$ cat src/rtl/reaction_timer_if.sv
// Signal bundle between a reaction-timer core and its surrounding logic:
// time base, player controls, random seed, lamp and round results.
interface reaction_timer_if;
    logic       tick;
    logic       start;
    logic       resp;
    logic [2:0] rnd;
    logic       led;
    logic       busy;
    logic [9:0] result;
    logic       result_valid;
    logic       early;
    logic       timeout;
    logic [9:0] best;

    modport master (
        output tick, start, resp, rnd,
        input  led, busy, result, result_valid, early, timeout, best
    );

    modport slave (
        input  tick, start, resp, rnd,
        output led, busy, result, result_valid, early, timeout, best
    );
endinterface

$ cat src/rtl/reaction_timer.sv
// Reaction timer: random-length wait, then lamp on and reaction counted in ticks.
// Reports early (false start), timeout (saturation at MAX_RT) and best valid time.
module reaction_timer #(
    parameter int WAIT_STEP = 250,
    parameter int MAX_RT    = 999
) (
    input  logic              clk,
    input  logic              reset,
    reaction_timer_if.slave   bus
);
    typedef enum logic [1:0] {IDLE, WAIT, LIT, DONE} state_t;

    localparam logic [15:0] STEP = 16'(WAIT_STEP);
    localparam logic [9:0]  MAX  = 10'(MAX_RT);

    state_t      state;
    logic [15:0] wait_cnt;
    logic [9:0]  rt_cnt;
    logic        led_q;
    logic        busy_q;
    logic [9:0]  result_q;
    logic        result_valid_q;
    logic        early_q;
    logic        timeout_q;
    logic [9:0]  best_q;

    logic [15:0] wait_load;
    logic [9:0]  rt_next;

    assign wait_load = ({13'd0, bus.rnd} + 16'd1) * STEP;
    assign rt_next   = rt_cnt + 10'd1;

    // NOTE: all state is updated with non-blocking assignments so every register
    // sees the pre-edge values of the others, regardless of statement order.
    always_ff @(posedge clk) begin
        if (reset) begin
            state          <= IDLE;
            wait_cnt       <= '0;
            rt_cnt         <= '0;
            led_q          <= 1'b0;
            busy_q         <= 1'b0;
            result_q       <= '0;
            result_valid_q <= 1'b0;
            early_q        <= 1'b0;
            timeout_q      <= 1'b0;
            best_q         <= 10'h3FF;
        end else begin
            result_valid_q <= 1'b0;
            case (state)
                IDLE, DONE: begin
                    if (bus.start) begin
                        wait_cnt <= wait_load;
                        rt_cnt   <= '0;
                        state    <= WAIT;
                        busy_q   <= 1'b1;
                        led_q    <= 1'b0;
                    end
                end
                WAIT: begin
                    // A press during the wait wins over the final wait tick.
                    if (bus.resp) begin
                        state          <= DONE;
                        busy_q         <= 1'b0;
                        result_q       <= '0;
                        early_q        <= 1'b1;
                        timeout_q      <= 1'b0;
                        result_valid_q <= 1'b1;
                    end else if (bus.tick) begin
                        if (wait_cnt <= 16'd1) begin
                            wait_cnt <= '0;
                            state    <= LIT;
                            led_q    <= 1'b1;
                        end else begin
                            wait_cnt <= wait_cnt - 16'd1;
                        end
                    end
                end
                LIT: begin
                    if (bus.resp) begin
                        state          <= DONE;
                        led_q          <= 1'b0;
                        busy_q         <= 1'b0;
                        result_q       <= rt_cnt;
                        early_q        <= 1'b0;
                        timeout_q      <= 1'b0;
                        result_valid_q <= 1'b1;
                        if (rt_cnt < best_q) begin
                            best_q <= rt_cnt;
                        end
                    end else if (bus.tick) begin
                        rt_cnt <= rt_next;
                        if (rt_next == MAX) begin
                            state          <= DONE;
                            led_q          <= 1'b0;
                            busy_q         <= 1'b0;
                            result_q       <= MAX;
                            early_q        <= 1'b0;
                            timeout_q      <= 1'b1;
                            result_valid_q <= 1'b1;
                        end
                    end
                end
                default: state <= IDLE;
            endcase
        end
    end

    assign bus.led          = led_q;
    assign bus.busy         = busy_q;
    assign bus.result       = result_q;
    assign bus.result_valid = result_valid_q;
    assign bus.early        = early_q;
    assign bus.timeout      = timeout_q;
    assign bus.best         = best_q;
endmodule

$ cat src/flat_wrapper.sv
// flat-port wrapper written by rule: the top's interface ports become plain ports
module reaction_timer_flat 
#(
    parameter int WAIT_STEP = 250,
    parameter int MAX_RT    = 999
)
  (clk, reset, bus_tick, bus_start, bus_resp, bus_rnd, bus_led, bus_busy, bus_result, bus_result_valid, bus_early, bus_timeout, bus_best);
  reaction_timer_if bus_i ();
  input  logic clk;
  input  logic reset;
  input wire logic [$bits(bus_i.tick)-1:0] bus_tick;
  input wire logic [$bits(bus_i.start)-1:0] bus_start;
  input wire logic [$bits(bus_i.resp)-1:0] bus_resp;
  input wire logic [$bits(bus_i.rnd)-1:0] bus_rnd;
  output wire logic [$bits(bus_i.led)-1:0] bus_led;
  output wire logic [$bits(bus_i.busy)-1:0] bus_busy;
  output wire logic [$bits(bus_i.result)-1:0] bus_result;
  output wire logic [$bits(bus_i.result_valid)-1:0] bus_result_valid;
  output wire logic [$bits(bus_i.early)-1:0] bus_early;
  output wire logic [$bits(bus_i.timeout)-1:0] bus_timeout;
  output wire logic [$bits(bus_i.best)-1:0] bus_best;
  assign bus_i.tick = bus_tick;
  assign bus_i.start = bus_start;
  assign bus_i.resp = bus_resp;
  assign bus_i.rnd = bus_rnd;
  assign bus_led = bus_i.led;
  assign bus_busy = bus_i.busy;
  assign bus_result = bus_i.result;
  assign bus_result_valid = bus_i.result_valid;
  assign bus_early = bus_i.early;
  assign bus_timeout = bus_i.timeout;
  assign bus_best = bus_i.best;
  reaction_timer #(.WAIT_STEP(WAIT_STEP), .MAX_RT(MAX_RT)) u_core (.clk(clk), .reset(reset), .bus(bus_i));
endmodule
$ cat config.mk
export PLATFORM = sky130hd
export DESIGN_NAME = reaction_timer_flat
export DESIGN_NICKNAME = d
export VERILOG_FILES = /design/src/rtl/reaction_timer_if.sv /design/src/rtl/reaction_timer.sv /design/src/flat_wrapper.sv
export SDC_FILE = /design/constraint.sdc
export NUM_CORES = 1
export LEC_CHECK = 0
export ABC_AREA = 1
export CAP_MARGIN = 20
export CORE_MARGIN = 2
export CORE_UTILIZATION = 41
export DETAILED_ROUTE_END_ITERATION = 6
export GPL_TIMING_DRIVEN = 0
export PLACE_DENSITY = 0.68
export SYNTH_ARGS = -nofsm -noshare
export SYNTH_HDL_FRONTEND = slang
export SYNTH_SLANG_ARGS = --single-unit
$ cat constraint.sdc
create_clock -name clk -period 9 [get_ports clk]
set_input_delay 1.35 -clock clk [delete_from_list [all_inputs] [get_ports clk]]
set_output_delay 1.35 -clock clk [all_outputs]
set_load 0.01 [all_outputs]
==> results.sh <==
export IMPL_final_min_clock_period_ps=4950
export IMPL_via_per_inst=5.13
export IMPL_final_min_period_over_clock_period=0.550
export IMPL_critical_path_arrival_ps=5190
export IMPL_clockBufferDepth=2
export IMPL_design_power_total_w=0.00125
export IMPL_post_cts_setup_buffer_count=0
export IMPL_crit_path_max_fanout=6
export IMPL_number_of_global_route_vias_before_repair=3282
export IMPL_crit_top_cell="sky130_fd_sc_hd__a21oi_1"
export IMPL_worst_slack_ps=4050
export IMPL_fin_area_sq_um=4150
export IMPL_placedInstanceArea_sq_um=4070
export IMPL_postCtsHoldBufs=0
export IMPL_dp_hpwl_um=6570
export IMPL_diodes=0
export IMPL_first_pass_iters=4
export IMPL_final_common_cell="sky130_fd_sc_hd__nand2_1"
export IMPL_cts_repair_resize_count=0
export IMPL_grt_util_met2=0.332
export IMPL_synth_nets=562
export IMPL_grt_overflow_total=0
export IMPL_fp_dieW_um=97.8
export IMPL_yosys_register_bits=53
export IMPL_grt_util_all_layers=0.179
export IMPL_worst_slew_pin_slew_ps=616
export IMPL_cp_end_kind="register"
export IMPL_min_path_type="register to register"
export IMPL_post_synth_inst_count=516
export IMPL_dp_cells=656
export IMPL_antenna_violations_before_repair=0
export IMPL_timing_setup_critical_path_class="input pin to register"
export IMPL_setup_repair_after_global_routing_missed_its_margin="no"
export IMPL_core_area_sq_um=8640
export IMPL_hold_end="u_core.bus.timeout$_SDFFE_PP0P_"
export IMPL_final_cell_mix="sky130_fd_sc_hd__nand2_1 (118), sky130_fd_sc_hd__inv_1 (61), sky130_fd_sc_hd__dfxtp_1 (53)"
export IMPL_placement_rows=34
export IMPL_timing_reg2reg_setup_slack_ps=6730
export IMPL_place_congestion=0.847
export IMPL_final_setup_tns_ps=0
export IMPL_initial_core_util=0.418
export IMPL_rr_endpoint="u_core.wait_cnt[12]$_SDFFE_PP0P_"
export IMPL_crit_reg2reg_launch="u_core.state[0]$_SDFFE_PP0P_"
export IMPL_dr_first_iter_drc_count=90
export IMPL_cts_sinks=53
export IMPL_synthesis_area_per_instance_sq_um=7.00
export IMPL_maxClockFrequency_ghz=0.202
export IMPL_pre_cts_slack_ps=3690
export IMPL_numCtsBuffers=5
export IMPL_drt_drc_violations_left=0
export IMPL_pin_count_of_the_biggest_net_entering_global_routing=16
export IMPL_final_cell_count_no_fill=664
export IMPL_syn_area_sq_um=3610
export IMPL_slew_limit_headroom=0.590
export IMPL_busiest_layer="met2"
export IMPL_synth_seq_area_share=0.294
export IMPL_first_pass_grt_wire_length_um=14400
export IMPL_critical_path_top_delay_family="adder cells"
export IMPL_start_kind="input pin"
export IMPL_max_vdd_ir_drop_mv=0.121
export IMPL_nets=601
export IMPL_wl_per_cell_um=12.6
export IMPL_maxSlewViolCount=0
export IMPL_placement_io_buffers=32
export IMPL_clk_insertion_delay_late_ps=310
export IMPL_area_growth_pct=14.9
export IMPL_tritoncts="built"
export IMPL_clock_slew_at_reported_path_ffs_ps=90
export IMPL_number_of_max_cap_violations=0
export IMPL_finalHoldViolations=0
export IMPL_clock_root_buffer="sky130_fd_sc_hd__clkbuf_8"
export IMPL_worst_path_cell_trace="clkdlybuf4s50_1, inv_1, nor2_1, fa_1, fa_1, inv_1, ha_1, a21oi_1, nand2_1, a21oi_1, o21bai_1, a21oi_1, o21ai_0, a21oi_1"
export IMPL_fillers=872
export IMPL_detail_route_antenna_nets=0
export IMPL_finalSetupViolations=0
export IMPL_cpMaxStageDelayCell="sky130_fd_sc_hd__clkdlybuf4s50_1"
export IMPL_worst_endpoint_required_ps=9240
export IMPL_final_setup_skew_ps=10.3
export IMPL_die_area_sq_um=9570
export IMPL_grt_use_met1=0.216
export IMPL_dieHeight_um=97.8
export IMPL_post_route_cells_drive_above_1_share=0.0719
export IMPL_use_met3=0.0222
export IMPL_worst_path_largest_cell_delay_ps=680
export IMPL_num_vias=3408
export IMPL_io_pin_count=33
export IMPL_cts_htree_levels=2
export IMPL_status="complete, no violations"
export IMPL_pwr_density_cell_nw_per_um2=303
export IMPL_r2r_worst_path_cells=11
export IMPL_cellLeakagePower_nw=1.90
export IMPL_yosysUniqueCellTypes=40
export IMPL_critPathBufInv=3
export IMPL_hold_path_cell_cnt=2
export IMPL_postRouteWirelength_um=8340
export IMPL_ys_warnings_count=0
export IMPL_hold_path_startpoint="u_core.bus.timeout$_SDFFE_PP0P_"
[through the flow]
| step | utilization | hold slack [ps] |
|---|---|---|
| finish | 0.480 | 456 |
| CTS | 0.480 | 464 |
| floorplan | - | 458 |
| global route | 0.480 | 499 |
| global placement | 0.471 | 448 |
| detailed placement | 0.471 | 449 |
[power breakdown]
group / switching, W / leakage (nW) / total, W / internal, W
sequential: 0.0000498 / 0.433 / 0.000351 / 0.000301
clock: 0.0000773 / 0.0450 / 0.000132 / 0.0000542
combinational: 0.000473 / 1.42 / 0.000773 / 0.000300
[cells by family (layout without fill, tap and decap cells)]
group	Yosys count	after routing	synth area share
buffers and inverters	82	122	0.0905
DFF	53	53	0.294
xor gates and xnor gates	13	13	0.0315
AOI/OAI and AO/OA	106	106	0.167
adders and majority gates	38	38	0.146
and+or+nand+nor	224	224	0.270
[synth_stat cells (all sizes together)]
| cell | count | area [sq um] |
|---|---|---|
| a31oi | 7 | 43.8 |
| buf | 5 | 37.5 |
| o21bai | 1 | 7.51 |
| nand4 | 3 | 18.8 |
| xor2 | 9 | 78.8 |
| o2111ai | 1 | 8.76 |
| nor3 | 6 | 35.0 |
| clkbuf | 9 | 33.8 |
| o21a | 1 | 7.51 |
| nand3 | 31 | 170 |
| nor2 | 53 | 221 |
| a22oi | 1 | 7.51 |
| and3 | 1 | 6.26 |
| o21ai | 29 | 145 |
| fa | 7 | 140 |
| ha | 31 | 388 |
| o211ai | 11 | 82.6 |
| clkinv | 1 | 3.75 |
| nor4 | 1 | 6.26 |
| xnor2 | 4 | 35.0 |
| nand3b | 1 | 7.51 |
| or2 | 5 | 31.3 |
| o22ai | 3 | 18.8 |
| dfxtp | 53 | 1060 |
| inv | 67 | 251 |
| a31o | 1 | 8.76 |
| a21oi | 51 | 274 |
| nand2 | 123 | 479 |
[layer usage]
metal,share of wire,up-vias
met5,0,-
met3,0.028,4
met4,0.0078,0
met1,0.45,1582
met2,0.52,59
li1,-,1763
[worst min-delay path: stages (launching register included)]
cell and delay (ps):
sky130_fd_sc_hd__dfxtp_1 320, sky130_fd_sc_hd__inv_1 50, sky130_fd_sc_hd__a21oi_1 50
[state kept, by name (all words and copies together), names as in the netlist]
register,count
u_core.bus.result_valid,1
u_core.bus.best,10
u_core.bus.early,1
u_core.bus.timeout,1
u_core.bus.busy,1
u_core.bus.result,10
u_core.wait_cnt,16
u_core.bus.led,1
u_core.state,2
u_core.rt_cnt,10
[final cells by class]
cell class              instances  area [sq um]  share of cell area
plain buffers                  14          71.3              0.0172
clock buffers                   6          72.6              0.0175
clock inverters                 2          10.0             0.00241
inverters                      68           255              0.0615
multi-input cells             381          2220               0.536
flip-flops and latches         53          1060               0.256
well taps                     108           135              0.0326
repair buffers                 32           320              0.0772
[how the worst max path moves through the flow]
| stage | from | to | slack [ps] | cells past startpoint |
|---|---|---|---|---|
| floorplan | bus_rnd[0] | u_core.wait_cnt[11]$_SDFFE_PP0P_ | 4810 | 14 |
| global placement | bus_rnd[0] | u_core.wait_cnt[11]$_SDFFE_PP0P_ | 3780 | 14 |
| detailed placement | bus_rnd[0] | u_core.wait_cnt[11]$_SDFFE_PP0P_ | 3690 | 14 |
| CTS | bus_rnd[0] | u_core.wait_cnt[11]$_SDFFE_PP0P_ | 4020 | 14 |
| global route | bus_rnd[0] | u_core.wait_cnt[11]$_SDFFE_PP0P_ | 3680 | 14 |
| finish | bus_rnd[0] | u_core.wait_cnt[11]$_SDFFE_PP0P_ | 4050 | 14 |
Power figures use the tool's default switching activity.
